$ cat src/rtl/mux_rr_arbiter_if.sv
// ----------------------------------------------------------------------------
// mux_rr_arbiter_if
// Bundle of the requester-side and consumer-side signals of the round-robin
// mux arbiter.
//
// Signals:
//   req       N        level-sensitive request, one bit per requester
//   data_in   N*W      requester i data at data_in[i*W +: W]
//   grant     N        one-hot grant (registered)
//   sel       clog2(N) index of the granted requester (registered)
//   data_out  W        selected data, zero while no grant is held
//   valid     1        high while a grant is held
//
// Modports:
//   master    requester/consumer side (drives req, data_in)
//   slave     arbiter side (drives grant, sel, data_out, valid)
// ----------------------------------------------------------------------------
interface mux_rr_arbiter_if #(
    parameter int N = 4,
    parameter int W = 8
);
    localparam int SW = (N > 1) ? $clog2(N) : 1;

    logic [N-1:0]   req;
    logic [N*W-1:0] data_in;
    logic [N-1:0]   grant;
    logic [SW-1:0]  sel;
    logic [W-1:0]   data_out;
    logic           valid;

    modport master (
        output req, data_in,
        input  grant, sel, data_out, valid
    );

    modport slave (
        input  req, data_in,
        output grant, sel, data_out, valid
    );
endinterface

$ cat src/rtl/mux_rr_arbiter.sv
// ----------------------------------------------------------------------------
// mux_rr_arbiter
// Round-robin arbiter sharing one W-bit N:1 mux among N requesters. One
// requester is granted at a time; the mux select is driven from the
// registered grant index and the winner's data is forwarded with a valid flag.
//
// Ports:
//   clk   in  single clock, rising edge
//   rst   in  synchronous, active-high reset
//   bus   slave modport of mux_rr_arbiter_if (req, data_in in;
//         grant, sel, data_out, valid out)
//
// Parameters:
//   N         number of requesters (>= 2)
//   W         data width per requester
//   MAX_HOLD  max consecutive grant cycles (only with ARB_TIMEOUT_EN)
//
// Configuration macro:
//   ARB_TIMEOUT_EN  when defined, a grant held for MAX_HOLD cycles is
//                   rotated away if another requester is waiting. When
//                   undefined, a grant is held until its request falls.
// ----------------------------------------------------------------------------
module mux_rr_arbiter #(
    parameter int N        = 4,
    parameter int W        = 8,
    parameter int MAX_HOLD = 8
) (
    input  logic              clk,
    input  logic              rst,
    mux_rr_arbiter_if.slave   bus
);
    localparam int SW = (N > 1) ? $clog2(N) : 1;

    localparam logic [0:0] IDLE = 1'b0;
    localparam logic [0:0] BUSY = 1'b1;

    logic [0:0]    state_q, state_d;
    logic [N-1:0]  grant_q, grant_d;
    logic [SW-1:0] sel_q,   sel_d;
    logic [SW-1:0] ptr_q,   ptr_d;

    logic [N-1:0]  cand;
    logic [SW:0]   pick;
    logic          win_found;
    logic [SW-1:0] win;
    logic          new_grant;
    logic          timeout;

    // First set bit of r, scanning start, start+1, ... modulo N.
    // Returns {found, index}.
    function automatic logic [SW:0] rr_pick(input logic [N-1:0] r,
                                            input logic [SW-1:0] start);
        logic          found;
        logic [SW-1:0] idx;
        int            pos;
        found = 1'b0;
        idx   = start;
        for (int off = 0; off < N; off++) begin
            pos = (int'(start) + off) % N;
            if (!found && r[pos]) begin
                found = 1'b1;
                idx   = SW'(pos);
            end
        end
        return {found, idx};
    endfunction

    // The current grantee is masked out of the scan: after a release its req
    // is already low, and on a timeout it must lose even though req is high.
    // In IDLE grant_q is zero so this is simply req.
    assign cand      = bus.req & ~grant_q;
    assign pick      = rr_pick(cand, ptr_q);
    assign win_found = pick[SW];
    assign win       = pick[SW-1:0];

`ifdef ARB_TIMEOUT_EN
    localparam int HW = $clog2(MAX_HOLD + 1);

    logic [HW-1:0] hold_cnt_q, hold_cnt_d;

    // Fires on the last allowed cycle so the rotation lands after exactly
    // MAX_HOLD granted cycles.
    assign timeout = (state_q == BUSY) && (hold_cnt_q == HW'(MAX_HOLD - 1));
`else
    assign timeout = 1'b0;
`endif

    // NOTE: every signal assigned here gets a default first, so no path can
    // leave it unassigned and infer a latch.
    always_comb begin
        state_d   = state_q;
        grant_d   = grant_q;
        sel_d     = sel_q;
        ptr_d     = ptr_q;
        new_grant = 1'b0;

        if (state_q == IDLE) begin
            new_grant = win_found;
        end else begin
            if (!bus.req[sel_q] || timeout) begin
                if (win_found) begin
                    new_grant = 1'b1;
                end else if (!bus.req[sel_q]) begin
                    state_d = IDLE;
                    grant_d = '0;
                end
                // Timeout with nobody else waiting: keep the grant.
            end
        end

        if (new_grant) begin
            state_d = BUSY;
            grant_d = N'(1) << win;
            sel_d   = win;
            ptr_d   = (win == SW'(N - 1)) ? '0 : win + 1'b1;
        end
    end

    // NOTE: sequential state uses non-blocking assignments so every register
    // samples the pre-edge values regardless of statement order.
    always_ff @(posedge clk) begin
        if (rst) begin
            state_q <= IDLE;
            grant_q <= '0;
            sel_q   <= '0;
            ptr_q   <= '0;
        end else begin
            state_q <= state_d;
            grant_q <= grant_d;
            sel_q   <= sel_d;
            ptr_q   <= ptr_d;
        end
    end

`ifdef ARB_TIMEOUT_EN
    always_comb begin
        hold_cnt_d = hold_cnt_q;
        if (new_grant || state_d == IDLE) begin
            hold_cnt_d = '0;
        end else if (hold_cnt_q != HW'(MAX_HOLD)) begin
            hold_cnt_d = hold_cnt_q + 1'b1;
        end
    end

    always_ff @(posedge clk) begin
        if (rst) begin
            hold_cnt_q <= '0;
        end else begin
            hold_cnt_q <= hold_cnt_d;
        end
    end
`endif

    assign bus.grant    = grant_q;
    assign bus.sel      = sel_q;
    assign bus.valid    = |grant_q;
    // Combinational on the registered select so data_in changes pass through
    // within the same cycle.
    assign bus.data_out = (|grant_q) ? bus.data_in[sel_q*W +: W] : '0;

endmodule
$ cat src/flat_wrapper.sv
// flat-port wrapper written by rule: the top's interface ports become plain ports
module mux_rr_arbiter_flat 
#(
    parameter int N        = 4,
    parameter int W        = 8,
    parameter int MAX_HOLD = 8
)
  (clk, rst, bus_req, bus_data_in, bus_grant, bus_sel, bus_data_out, bus_valid);
  mux_rr_arbiter_if #(.N(N), .W(W)) bus_i ();
  input  logic clk;
  input  logic rst;
  input wire logic [$bits(bus_i.req)-1:0] bus_req;
  input wire logic [$bits(bus_i.data_in)-1:0] bus_data_in;
  output wire logic [$bits(bus_i.grant)-1:0] bus_grant;
  output wire logic [$bits(bus_i.sel)-1:0] bus_sel;
  output wire logic [$bits(bus_i.data_out)-1:0] bus_data_out;
  output wire logic [$bits(bus_i.valid)-1:0] bus_valid;
  assign bus_i.req = bus_req;
  assign bus_i.data_in = bus_data_in;
  assign bus_grant = bus_i.grant;
  assign bus_sel = bus_i.sel;
  assign bus_data_out = bus_i.data_out;
  assign bus_valid = bus_i.valid;
  mux_rr_arbiter #(.N(N), .W(W), .MAX_HOLD(MAX_HOLD)) u_core (.clk(clk), .rst(rst), .bus(bus_i));
endmodule
$ cat config.mk
export PLATFORM = sky130hd
export DESIGN_NAME = mux_rr_arbiter_flat
export DESIGN_NICKNAME = d
export VERILOG_FILES = /design/src/rtl/mux_rr_arbiter_if.sv /design/src/rtl/mux_rr_arbiter.sv /design/src/flat_wrapper.sv
export SDC_FILE = /design/constraint.sdc
export NUM_CORES = 1
export LEC_CHECK = 0
export ABC_AREA = 1
export CAP_MARGIN = 25
export CORE_UTILIZATION = 38
export DETAILED_ROUTE_END_ITERATION = 8
export GPL_ROUTABILITY_DRIVEN = 0
export HOLD_SLACK_MARGIN = 0.05
export PLACE_DENSITY = 0.77
export SYNTH_ARGS = -nofsm -noshare
export SYNTH_HDL_FRONTEND = slang
export SYNTH_SLANG_ARGS = --single-unit
$ cat constraint.sdc
create_clock -name clk -period 1.48 [get_ports clk]
set_clock_uncertainty 0.1 [all_clocks]
set_input_delay 0.296 -clock clk [delete_from_list [all_inputs] [get_ports clk]]
set_output_delay 0.296 -clock clk [all_outputs]
set_load 0.005 [all_outputs]
==> impl_metrics.env <==
export IMPL_max_freq_mhz=555
export IMPL_worst_hold_path_endpoint="u_core.bus.grant[3]"
export IMPL_post_synthesis_sequential_area_ratio_pct=15.1
export IMPL_die_area_um2=3360
export IMPL_synth_fa_ha_area_share_pct=0
export IMPL_placement_io_buffers=52
export IMPL_num_antenna_cells=0
export IMPL_maximum_number_of_pins_on_one_net_before_global_route_repair=19
export IMPL_synthesis_instances=186
export IMPL_design_power_total_mw=4.18
export IMPL_drt_pass1_iter_count=6
export IMPL_post_synth_xor_area_fraction_pct=0
export IMPL_post_synth_mux_area_share_pct=0
export IMPL_r2r_start="u_core.ptr_q[0]"
export IMPL_yosysTopAreaCell="dfxtp_1"
export IMPL_first_pass_grt_wire_length_um=6550
export IMPL_synth_area_um2=1190
export IMPL_ys_seq_elements=9
export IMPL_timing_setup_critical_path_class="reg -> out"
export IMPL_htree_levels=1
export IMPL_final_layout_size_suffix_gt1_share_pct=43.4
export IMPL_layout_cells_most_common="clkdlybuf4s50_1"
export IMPL_fin_area_um2=2100
export IMPL_end_kind="output port"
export IMPL_clock_path_buffers=2
export IMPL_cts_reportedPaths_clkPinSlew_ns=0.06
export IMPL_finish_net_count=306
export IMPL_post_route_drc_count=5
export IMPL_tritoncts_clock_tree="yes"
export IMPL_cap_violations=0
export IMPL_drtAntennaViolNets=0
export IMPL_synth_top_cell_area_share_pct=15.1
export IMPL_crit_path_max_fanout=6
export IMPL_wl_per_cell_um=13.8
export IMPL_fin_crit_sh_pct=122
export IMPL_reg2reg_setup_slack_ns=-0.26
export IMPL_timing_final_crit_period_ns=1.80
export IMPL_ioPinCount=53
export IMPL_ff2ff_path_depth=15
export IMPL_detail_route_vias_per_cell=5.05
export IMPL_synth_simple_gate_area_share_pct=57.4
export IMPL_die_w_um=58.0
export IMPL_failing_checks="design-rule violations, negative setup slack"
export IMPL_dieHeight_um=58.0
export IMPL_setup_worst_path_start="u_core.bus.sel[0]"
export IMPL_critPathRequiredTime_ns=1.08
export IMPL_grt_antenna_before_repair=0
export IMPL_rsz0062_at_grt="yes"
export IMPL_clock_insertion_delay_worst_skew_ns=0.26
export IMPL_dpl_hpwl_um=2900
export IMPL_timing_max_slew_rel_slack_pct=79.4
export IMPL_yosysWarnings=0
export IMPL_synth_top_cells_by_area="dfxtp_1 (15%), nor2_1 (11%), nand2_1 (11%), nand3_2 (8.4%), o21ai_0 (8.0%)"
export IMPL_finalHoldViolations=0
export IMPL_number_of_buffers_inserted_during_clock_tree_synthesis=3
export IMPL_syn_area_cell_um2=6.40
export IMPL_result_of_the_run="finished, violations left"
export IMPL_crit_reg2reg_capture="u_core.ptr_q[1]"
export IMPL_worst_slew_pin_transition_ns=0.309
export IMPL_global_route_usage_total_pct=24.8
export IMPL_dp_slack_ns=-0.575
export IMPL_cellLeakagePower_nw=0.951
export IMPL_slew_viol_final=0
export IMPL_placed_cell_area_um2=1890
export IMPL_postSynthNetCount=224
export IMPL_worst_hold_path_num_cells=2
export IMPL_setup_viol=17
export IMPL_holdCritStartpoint="u_core.bus.grant[3]"
export IMPL_worst_slack_ns=-0.322
export IMPL_floorplan_core_area_um2=2850
export IMPL_root_buffer="clkbuf_4"
export IMPL_synth_lib_cells_used_distinct=26
export IMPL_growth_of_design_area_from_synthesis_to_finish_pct=76.2
export IMPL_crit_arrival_ns=1.41
export IMPL_detailroute_via_count=1505
export IMPL_synth_top_family_by_area="simple AND/OR/NAND/NOR gates"
export IMPL_route_final_wire_length_um=4100
export IMPL_power_density_nw_per_um2=1990
export IMPL_vdd_ir_drop_max_mv=1.11
export IMPL_hold_path_class="reg -> reg"
export IMPL_cp_start_kind="flip-flop"
export IMPL_fillCellCount=236
export IMPL_number_of_global_route_vias_before_repair=1404
export IMPL_initial_core_util_pct=41.7
export IMPL_cts_sinks=9
export IMPL_placement_rows=19
export IMPL_final_cell_mix="clkdlybuf4s50_1 (33), nand2_1 (30), nor2_1 (28)"
export IMPL_globalRouteOverflowTotal=0
export IMPL_drt_iter0_markers=78
export IMPL_compound_gate_fraction_of_synth_area_pct=18.3
==> through the flow <==
stage	hold slack (ns)	TNS [ns]	instances	utilization (%)
after CTS	0.401	-3.76	296	70.7
after global placement	0.408	-8.43	282	66.4
after floorplan	0.406	-0.593	186	-
final	0.415	-3.80	298	73.5
after detailed placement	0.416	-8.73	282	66.4
after global routing	0.446	-5.47	298	73.5
==> cells in the mapped netlist <==
master    number
inv_4          2
o22ai_1        1
nand4_4        1
a21oi_2        4
nand2_8        1
nand3_1       14
o21ai_4        1
nor4_2         1
buf_2          2
o21ai_0       19
nor2_4         3
nand2_4        7
inv_1         10
buf_6          2
inv_2          1
nand2_1       35
inv_8          1
a21oi_1       10
a211oi_1       2
nor2_1        36
clkbuf_1       1
nand3_2       10
nand2_2       10
buf_1          2
dfxtp_1        9
nand3_4        1
==> sequential cells by signal, summed over array words and instances, names as in the netlist <==
register,flops
u_core.bus.grant,4
u_core.bus.sel,2
u_core.ptr_q,2
u_core.state_q,1
==> cells by family after synthesis <==
kind of cell	after synthesis
AO/OA/AOI/OAI	37
flip-flops	9
AND/OR/NAND/NOR	119
buffers and inverters	21
==> critical path, stage by stage (launching register included) <==
cell and delay [ns]:
dfxtp_4 0.37, buf_12 0.11, buf_8 0.11, nor2_1 0.05, nor2_1 0.12, o21ai_0 0.14, a21oi_2 0.13, buf_2 0.12
==> what timing repair did <==
item                       CTS  global route
hold buffers                 0             0
setup buffers                9             2
pin swaps                   13            12
resized for setup           84            19
setup endpoints to repair   23            18
gates cloned                 1             0
==> power by group <==
part / internal [mW] / switching [mW]
clock network: 0.104 / 0.0837
logic: 1.58 / 1.94
registers: 0.352 / 0.116
total: 2.03 / 2.14
==> area by class of cell <==
class	count	area, um2	area share [%]
sequential	9	195	9.31
inverter	14	72.6	3.46
clock buffer	4	26.3	1.25
multi-input combinational	156	1000	47.8
tap	31	38.8	1.85
timing repair buffer	84	762	36.3
==> routing by layer <==
layer	share of wire, %	global-route usage, %
met4	2.7	7.14
met2	44	39.7
met1	47	34.1
met3	6.5	4.46
met5	0	0
==> how the worst max path moves through the flow <==
stage	slack (ns)	cells past startpoint	end
floorplan	-0.13	15	u_core.ptr_q[1]
global placement	-0.56	13	u_core.ptr_q[1]
detailed placement	-0.57	13	u_core.ptr_q[1]
CTS	-0.28	6	bus_data_out[5]
global route	-0.38	15	u_core.ptr_q[1]
finish	-0.32	7	bus_data_out[5]
No activity file was read; power rests on OpenSTA's default activity.
